`config.mk`:
```
export PLATFORM = sky130hd
export DESIGN_NAME = cnu_min_seq
export DESIGN_NICKNAME = d
export VERILOG_FILES = /design/src/rtl/cnu_pkg.sv /design/src/rtl/cnu_min_seq_min.sv /design/src/rtl/cnu_min_seq.sv
export SDC_FILE = /design/constraint.sdc
export NUM_CORES = 1
export LEC_CHECK = 0
export CORE_MARGIN = 2
export CORE_UTILIZATION = 58
export CTS_BUF_LIST = sky130_fd_sc_hd__clkbuf_8
export DETAILED_ROUTE_END_ITERATION = 10
export GPL_TIMING_DRIVEN = 0
export PLACE_DENSITY_LB_ADDON = 0.05
export SLEW_MARGIN = 25
export SYNTH_ARGS = -nofsm -noshare
export SYNTH_HDL_FRONTEND = slang
export SYNTH_SLANG_ARGS = --single-unit
```
`constraint.sdc`:
```
create_clock -name i_clk -period 3.9 [get_ports i_clk]
set_input_delay 0.78 -clock i_clk [delete_from_list [all_inputs] [get_ports i_clk]]
set_output_delay 0.78 -clock i_clk [all_outputs]
set_load 0.02 [all_outputs]
```
`src/rtl/cnu_pkg.sv`:
```
// rtl/cnu_pkg.sv - shared widths, sentinels and state encoding for the serial check-node minimum accumulator
package cnu_pkg;

  localparam int ABS_WID  = 6;            // magnitude width
  localparam int MIN_NUM  = 3;            // minima tracked
  localparam int MAX_DEG  = 32;           // largest legal row degree
  localparam int DEG_WID  = 6;            // holds 0..MAX_DEG
  localparam int IDX_WID  = 5;            // global beat position, clog2(MAX_DEG)

  // The sorter sees the running minima plus the incoming beat
  localparam int SORT_IN  = MIN_NUM + 1;
  localparam int LIDX_WID = 2;            // local sorter index, clog2(SORT_IN)

  // All-ones sentinels mark slots not yet filled by a real beat
  localparam logic [ABS_WID-1:0] ABS_MAX  = '1;
  localparam logic [IDX_WID-1:0] IDX_NONE = '1;

  typedef enum logic [1:0] {
    IDLE = 2'd0,
    ACC  = 2'd1,
    DONE = 2'd2
  } state_t;

endpackage

```
`src/rtl/cnu_min_seq_min.sv`:
```
// rtl/cnu_min_seq_min.sv - combinational sorter returning the MIN_NUM smallest of IN_NUM values with their input positions
module min #(
  parameter int IN_NUM   = 4,
  parameter int MIN_NUM  = 3,
  parameter int DATA_WID = 6,
  parameter int IDX_WID  = 2
) (
  input  logic [IN_NUM*DATA_WID-1:0]  vals,
  output logic [MIN_NUM*DATA_WID-1:0] mins,
  output logic [MIN_NUM*IDX_WID-1:0]  min_idx
);

  // Rank counts up to IN_NUM-1, so this width is always sufficient
  localparam int RANK_WID = $clog2(IN_NUM);

  logic [DATA_WID-1:0] v    [IN_NUM];
  logic [RANK_WID-1:0] rank [IN_NUM];

  // Unpack the flat input bus, input 0 at the LSB
  always_comb begin
    for (int i = 0; i < IN_NUM; i++) begin
      v[i] = vals[i*DATA_WID +: DATA_WID];
    end
  end

  // Rank each input; equal values rank the lower input first, so ranks form a permutation
  always_comb begin
    for (int i = 0; i < IN_NUM; i++) begin
      rank[i] = '0;
      for (int j = 0; j < IN_NUM; j++) begin
        if (j < i) begin
          if (v[j] <= v[i]) rank[i] = rank[i] + RANK_WID'(1);
        end else if (j > i) begin
          if (v[j] < v[i]) rank[i] = rank[i] + RANK_WID'(1);
        end
      end
    end
  end

  // Route the inputs holding ranks 0..MIN_NUM-1 to the output slots, smallest at the LSB
  always_comb begin
    mins    = '0;
    min_idx = '0;
    for (int k = 0; k < MIN_NUM; k++) begin
      for (int i = 0; i < IN_NUM; i++) begin
        if (rank[i] == RANK_WID'(k)) begin
          mins[k*DATA_WID +: DATA_WID]   = v[i];
          min_idx[k*IDX_WID +: IDX_WID]  = IDX_WID'(i);
        end
      end
    end
  end

endmodule

```
`src/rtl/cnu_min_seq.sv`:
```
// rtl/cnu_min_seq.sv - serial min-sum check-node accumulator: three smallest magnitudes, positions and sign parity per row
module cnu_min_seq
  import cnu_pkg::*;
(
  input  logic                       i_clk,
  input  logic                       i_rst,
  input  logic                       i_start,
  input  logic [DEG_WID-1:0]         i_deg,
  output logic                       o_busy,
  input  logic                       i_valid,
  output logic                       o_ready,
  input  logic [ABS_WID-1:0]         i_data,
  input  logic                       i_sign,
  output logic                       o_valid,
  input  logic                       i_ready,
  output logic [ABS_WID*MIN_NUM-1:0] o_data,
  output logic [IDX_WID*MIN_NUM-1:0] o_idx,
  output logic                       o_sign
);

  state_t state;
  state_t state_nxt;

  logic [DEG_WID-1:0]         cnt;
  logic [DEG_WID-1:0]         deg_last;
  logic [ABS_WID*MIN_NUM-1:0] min_q;
  logic [IDX_WID*MIN_NUM-1:0] idx_q;
  logic                       sign_q;

  logic                        row_start;
  logic                        beat_acc;
  logic                        last_beat;
  logic [ABS_WID*MIN_NUM-1:0]  sort_min;
  logic [LIDX_WID*MIN_NUM-1:0] sort_lidx;
  logic [IDX_WID*MIN_NUM-1:0]  idx_nxt;

  assign row_start = (state == IDLE) && i_start;
  assign beat_acc  = i_valid && o_ready;
  assign last_beat = beat_acc && (cnt == deg_last);

  // Running minima on the low inputs so that on ties the earlier beat keeps its slot
  min #(
    .IN_NUM   (SORT_IN),
    .MIN_NUM  (MIN_NUM),
    .DATA_WID (ABS_WID),
    .IDX_WID  (LIDX_WID)
  ) u_min (
    .vals    ({i_data, min_q}),
    .mins    (sort_min),
    .min_idx (sort_lidx)
  );

  // Translate sorter-local positions into global beat positions
  always_comb begin
    logic [LIDX_WID-1:0] lidx;
    lidx    = '0;
    idx_nxt = '0;
    for (int k = 0; k < MIN_NUM; k++) begin
      lidx = sort_lidx[k*LIDX_WID +: LIDX_WID];
      if (lidx == LIDX_WID'(MIN_NUM)) begin
        idx_nxt[k*IDX_WID +: IDX_WID] = cnt[IDX_WID-1:0];
      end else begin
        idx_nxt[k*IDX_WID +: IDX_WID] = idx_q[lidx*IDX_WID +: IDX_WID];
      end
    end
  end

  // State register
  always_ff @(posedge i_clk or posedge i_rst) begin
    if (i_rst) begin
      state <= IDLE;
    end else begin
      state <= state_nxt;
    end
  end

  // Next-state: a zero-degree row goes straight to DONE with sentinels only
  always_comb begin
    state_nxt = state;
    case (state)
      IDLE: begin
        if (i_start) begin
          state_nxt = (i_deg == '0) ? DONE : ACC;
        end
      end
      ACC: begin
        if (last_beat) state_nxt = DONE;
      end
      DONE: begin
        if (i_ready) state_nxt = IDLE;
      end
      default: state_nxt = IDLE;
    endcase
  end

  // Handshake and status outputs decoded from state
  always_comb begin
    o_ready = 1'b0;
    o_valid = 1'b0;
    o_busy  = 1'b0;
    case (state)
      ACC: begin
        o_ready = 1'b1;
        o_busy  = 1'b1;
      end
      DONE: begin
        o_valid = 1'b1;
        o_busy  = 1'b1;
      end
      default: ;
    endcase
  end

  // Result registers; they change only on row start or an accepted beat, so DONE holds them
  always_ff @(posedge i_clk or posedge i_rst) begin
    if (i_rst) begin
      min_q    <= {MIN_NUM{ABS_MAX}};
      idx_q    <= {MIN_NUM{IDX_NONE}};
      sign_q   <= 1'b0;
      cnt      <= '0;
      deg_last <= '0;
    end else if (row_start) begin
      min_q    <= {MIN_NUM{ABS_MAX}};
      idx_q    <= {MIN_NUM{IDX_NONE}};
      sign_q   <= 1'b0;
      cnt      <= '0;
      deg_last <= i_deg - DEG_WID'(1);
    end else if (beat_acc) begin
      min_q    <= sort_min;
      idx_q    <= idx_nxt;
      sign_q   <= sign_q ^ i_sign;
      cnt      <= cnt + DEG_WID'(1);
    end
  end

  assign o_data = min_q;
  assign o_idx  = idx_q;
  assign o_sign = sign_q;

  // Degrees above MAX_DEG would overflow the position field
  assert property (@(posedge i_clk) disable iff (i_rst)
    row_start |-> (i_deg <= DEG_WID'(MAX_DEG)));

endmodule

```
==> run_results.csv, run 1 <==
group,metric,value,unit
place,io_buffers,54,
place,place.gp.congestion,0.930,
logic_synthesis,syn_area,0.00414,sq mm
clock_tree,cts_max_level,2,
route,dr.first_iter.drc_count,399,
route,firstDrtPassIters,5,
grt,grt_start_max_net_pins,27,
sta,period_share,96.0,%
die,initial_utilization,60.5,%
clock_tree,clk_pin_slew_worst_paths,0.10,ns
die,ios,55,
route,viasPerCell,6.10,
finish,diodes,0,
logic_synthesis,synthSimpleGateAreaFrac,16.9,%
logic_synthesis,syn_nets,526,
route,avgRoutedWirePerCell,18.7,um
route,ant_nets,0,
sta,tightest_slew,0.814,ns
logic_synthesis,synth-xor-area-share,3.39,%
logic_synthesis,yosys_warnings,0,
worst_setup_path,end_kind,"register",
grt,grt_pass1_wl,18900,um
sta,fmax,0.267,GHz
finish,layout.cells.most_common_list,"nand2_1, clkdlybuf4s50_1, ha_1",
worst_setup_path,start_kind,"input pin",
die,design.core.area,0.00683,sq mm
logic_synthesis,synth_top_family_by_area,"compound AO/OA/AOI/OAI gates",
logic_synthesis,synth.avg_cell_area,8.95,sq um
die,die_w,88.5,um
sta,drv_slew,0,
logic_synthesis,synth-compound-area-share,20.4,%
run,drv_cap,0,
worst_setup_path,critPathKind,"input pin to register",
logic_synthesis,synth_mux_area_share,9.23,%
clock_tree,cts_sinks,48,
sta,slew-limit-headroom,45.6,%
route,num_vias,3820,
logic_synthesis,synth_edf_count,0,
grt,grt_pass1_vias,3723,
logic_synthesis,synth-adder-area-share,13.9,%
sta,setup_violations,0,
status,status,"finished clean",
logic_synthesis,async_flop_share,100,%
worst_setup_path,cp.arrival,3.98,ns
clock_tree,cts_buffer_depth,2,
place,placed_area,0.00482,sq mm
logic_synthesis,synth_ff_type,"dfstp_2",
die,rows,30,
finish,postLayoutCellArea,0.00502,sq mm
worst_setup_path,critPathRequiredTime,4.14,ns
route,wl,11700,um
sta,fin_skew,0.00801,ns
finish,layout-drive-gt1-share,17.4,%
finish,area_growth,21.5,%
finish,nets,593,
worst_setup_path,crit_fanout,6,
grt,grt_usage,31.1,%
sta,rsz0062_at_grt,"no",
clock_tree,clk-insertion-delay-late,0.31,ns
sta,fin_crit,3.74,ns
clock_tree,cts_made_buffers,5,
route,drc,0,
clock_tree,cts_root_buffer,"clkbuf_8",
place,hpwlAfterDp,8520,um
finish,layout_commonest_cell,"nand2_1",
worst_hold_path,hp-class,"register to register",
die,fp.dieH,88.5,um
grt,grt-ovfl-total,0,
grt,antenna_found_initial,0,
sta,hold_viol_final,0,
clock_tree,cts_tree,"done",
logic_synthesis,syn_inst,462,
die,die_area,0.00782,sq mm
logic_synthesis,yosysSeqAreaShare,30.0,%
logic_synthesis,ys_types,60,
logic_synthesis,ys_ff_latch,48,
[area by class of cell]
class	instances	area [sq um]
Buffer	23	110
Clock buffer	5	68.8
Clock inverter	3	46.3
Fill cell	543	1810
Inverter	39	146
Multi-Input combinational cell	352	2690
Sequential cell	48	1240
Tap cell	96	120
Timing Repair Buffer	60	603
[synth_stat cells (6+ instances only)]
master	instances	share of area [%]
a21o_1	22	4.0
a21oi_1	13	1.6
a221o_1	10	2.4
a31oi_1	23	3.5
clkbuf_1	15	1.4
dfrtp_1	15	9.1
dfstp_2	33	21
ha_1	46	14
inv_1	38	3.4
mux2_4	14	5.1
mux2i_1	16	3.9
nand2_1	60	5.4
nand3_1	17	2.1
nand4_1	6	0.91
nor2_1	31	2.8
o21ai_0	12	1.5
o221ai_1	6	1.3
xnor2_1	7	1.5
xor2_1	9	1.9
[cells by family (layout without fill, tap and decap cells)]
kind of cell / Yosys count / after routing
adder cells (fa/ha/maj): 46 / 46
AND/OR/NAND/NOR: 148 / 148
buffers and inverters: 62 / 130
XOR/XNOR: 16 / 16
flip-flops: 48 / 48
multiplexers: 31 / 31
AO/OA/AOI/OAI: 111 / 111
[timing repair]
item,in CTS,in global routing
setup buffers,2,2
gates resized for setup,10,5
pin swaps,2,2
gates cloned,1,0
hold buffers,0,0
endpoints found under the setup margin,30,33
[through the flow]
step / utilization [%] / hold WS [ns] / worst slack [ns] / TNS, ns / std cells
2_1_floorplan: - / 0.469 / 0.455 / 0 / 462
3_3_place_gp: 70.2 / 0.483 / -0.738 / -15.03 / 612
3_5_place_dp: 70.6 / 0.490 / -0.595 / -14.58 / 613
4_1_cts: 73.2 / 0.512 / 0.00285 / 0 / 624
5_1_grt: 73.6 / 0.535 / 0.00387 / 0 / 626
6_report: 73.6 / 0.509 / 0.158 / 0 / 626
[metal layers]
| layer | share of wire, % | vias up | track usage (%) |
|---|---|---|---|
| met5 | 0 | - | 0 |
| met4 | 0.87 | 0 | 6.47 |
| met3 | 7.0 | 20 | 5.60 |
| met2 | 47 | 187 | 50.6 |
| met1 | 46 | 1824 | 43.5 |
| li1 | - | 1789 | - |
[flip-flops by register name, indices dropped and copies added (netlist names)]
signal / cells
o_idx: 15
state: 2
o_data: 18
o_sign: 1
deg_last: 6
cnt: 6
[final timing paths]
path | startpoint | end | slack [ns] | depth (start not counted)
hold reg to reg | deg_last[2]$_DFFE_PP0P_ | deg_last[2]$_DFFE_PP0P_ | 0.51 | 2
setup reg to reg | o_data[17]$_DFFE_PP1P_ | o_data[11]$_DFFE_PP1P_ | 0.16 | 13
setup / recovery | i_data[0] | o_data[11]$_DFFE_PP1P_ | 0.16 | 13
max in group asynchronous | i_rst | o_data[11]$_DFFE_PP1P_ | 2.50 | 3
min in group asynchronous | i_rst | o_sign$_DFFE_PP0P_ | 0.81 | 2
hold / removal | deg_last[2]$_DFFE_PP0P_ | deg_last[2]$_DFFE_PP0P_ | 0.51 | 2
[worst max-delay path, stage by stage]
cell and delay (ns):
clkdlybuf4s50_1 0.55, ha_1 0.35, nand2_1 0.04, or2_2 0.29, o31a_1 0.19, ha_4 0.32
inv_1 0.08, nand3_1 0.12, o31ai_4 0.12, or3_1 0.38, a21oi_4 0.25, buf_6 0.19
mux2_4 0.31
Power of run 1 is left out: the tool's default activity adds up to more than one toggle a clock period on the data nets, which glitch-free logic cannot reach.
==> run 2: changes to the inputs <==
--- a/config.mk
+++ b/config.mk
@@ -9,8 +9,10 @@
 export CORE_UTILIZATION = 58
 export CTS_BUF_LIST = sky130_fd_sc_hd__clkbuf_8
 export DETAILED_ROUTE_END_ITERATION = 10
+export GPL_ROUTABILITY_DRIVEN = 0
 export GPL_TIMING_DRIVEN = 0
 export PLACE_DENSITY_LB_ADDON = 0.05
+export REMOVE_ABC_BUFFERS = 1
 export SLEW_MARGIN = 25
 export SYNTH_ARGS = -nofsm -noshare
 export SYNTH_HDL_FRONTEND = slang
==> run 2 against run 1 <==
  * Highest routed layer unchanged
  * Final cell count decreased by 1.6%
  * Via count decreased by 0.21%
  * Critical path type unchanged
  * Non-clock buffer count decreased by 10
  * Setup slack got worse by 0.029 ns
  * Die area unchanged
  * Clock-buffer cell count unchanged
  * Sequential cell count unchanged
  * Critical endpoint is now o_idx[5]$_DFFE_PP1P_
  * Fmax decreased by 0.76%
==> run_results.csv, run 2 (same netlist as run 1, synthesis figures left out) <==
group,metric,value,unit
worst_setup_path,end_kind,"register",
route,dr.first_iter.drc_count,215,
clock_tree,cts_made_buffers,5,
grt,grt_pass1_wl,19200,um
clock_tree,clk_pin_slew_worst_paths,0.09,ns
route,firstDrtPassIters,5,
finish,layout-drive-gt1-share,19.8,%
worst_setup_path,critPathKind,"input pin to register",
worst_setup_path,cp.arrival,4.01,ns
route,viasPerCell,6.19,
grt,antenna_found_initial,0,
finish,layout_commonest_cell,"nand2_1",
sta,tightest_slew,0.777,ns
worst_setup_path,crit_fanout,6,
finish,postLayoutCellArea,0.00509,sq mm
run,drv_cap,0,
grt,grt_pass1_vias,3859,
finish,diodes,0,
route,wl,11600,um
sta,fmax,0.265,GHz
die,design.core.area,0.00683,sq mm
sta,fin_skew,0.00754,ns
clock_tree,cts_tree,"done",
grt,grt_usage,31.8,%
clock_tree,clk-insertion-delay-late,0.31,ns
clock_tree,hold_buffers,0,
die,die_area,0.00782,sq mm
grt,grt-ovfl-total,0,
route,num_vias,3812,
route,ant_nets,0,
sta,fin_crit,3.77,ns
die,fp.dieH,88.5,um
route,drc,0,
finish,largest_register_ffs,18,
clock_tree,cts_sinks,48,
sta,tns,0,ns
place,placed_area,0.00480,sq mm
finish,layout.cells.most_common_list,"nand2_1, clkdlybuf4s50_1, ha_1",
status,status,"finished clean",
sta,hold_viol_final,0,
sta,slew-limit-headroom,48.2,%
sta,setup_violations,0,
worst_hold_path,hp-class,"register to register",
clock_tree,cts_root_buffer,"clkbuf_8",
grt,grt_start_max_net_pins,27,
clock_tree,cts_buffer_depth,2,
place,hpwlAfterDp,8390,um
worst_setup_path,start_kind,"input pin",
clock_tree,cts_max_level,2,
die,ios,55,
sta,period_share,96.7,%
die,rows,30,
worst_setup_path,critPathRequiredTime,4.14,ns
finish,nets,583,
finish,area_growth,23.1,%
sta,drv_slew,0,
route,avgRoutedWirePerCell,18.9,um
place,io_buffers,54,
die,die_w,88.5,um
finish,fillerInstances,522,
die,initial_utilization,60.5,%
run 2: cell types whose count changed in the layout (fill, tap and decap cells not counted), moves of 2 or more:
cell            before  now
buf_4                4   13
dlygate4sd2_1        3    1
clkbuf_1            13    0
clkbuf_2             2    0
clkinv_2             0    2
dlymetal6s2s_1       2    4
buf_2                5    1
run 2: path summary, 6_finish.rpt:
check	from	endpoint	slack [ns]	cells past startpoint
max	i_data[0]	o_idx[5]$_DFFE_PP1P_	0.13	13
min	deg_last[2]$_DFFE_PP0P_	deg_last[2]$_DFFE_PP0P_	0.51	2
max reg2reg	o_data[17]$_DFFE_PP1P_	o_data[4]$_DFFE_PP1P_	0.16	13
min reg2reg	deg_last[2]$_DFFE_PP0P_	deg_last[2]$_DFFE_PP0P_	0.51	2
max in group asynchronous	i_rst	o_data[5]$_DFFE_PP1P_	2.52	3
min in group asynchronous	i_rst	o_sign$_DFFE_PP0P_	0.80	2
run 2: repair_timing:
item	CTS	global route
gates resized for setup	12	7
pin swaps	3	5
endpoints found under the hold margin	0	0
endpoints found under the setup margin	29	22
buffers inserted	9	4
run 2: final cells by class:
cell class	instances	area (sq um)	area share, %
clock buffer	5	68.8	1.35
clock inverter	3	18.8	0.369
sequential	48	1240	24.4
multi-input combinational	352	2770	54.4
timing repair buffer	73	726	14.3
inverter	39	146	2.88
tap	96	120	2.36
run 2: layer usage:
layer | routed length (um) | GRT usage (%)
met1 | 4800 | 40.2
met2 | 5580 | 54.1
met3 | 836 | 4.76
met4 | 434 | 13.9
met5 | 0 | 0
run 2: stage by stage:
step	std cells	setup slack [ns]	utilization [%]	hold slack, ns
5_1_grt	616	-0.0123	74.5	0.551
4_1_cts	612	0.0171	73.7	0.514
2_1_floorplan	439	-0.0700	-	0.469
3_3_place_gp	589	-1.44	68.6	0.490
6_report	616	0.129	74.5	0.506
3_5_place_dp	595	-1.07	70.3	0.495
run 2: critical path: stages:
cell and delay, ns:
clkdlybuf4s50_1 0.56, ha_1 0.36, nand2_1 0.05, or2_2 0.28, o31a_1 0.19, ha_4 0.33, inv_1 0.08, nand3_1 0.13
o31ai_4 0.12, or3_1 0.40, a21oi_4 0.25, buf_4 0.19, mux2_4 0.30
Power of run 2 is left out for the same reason.
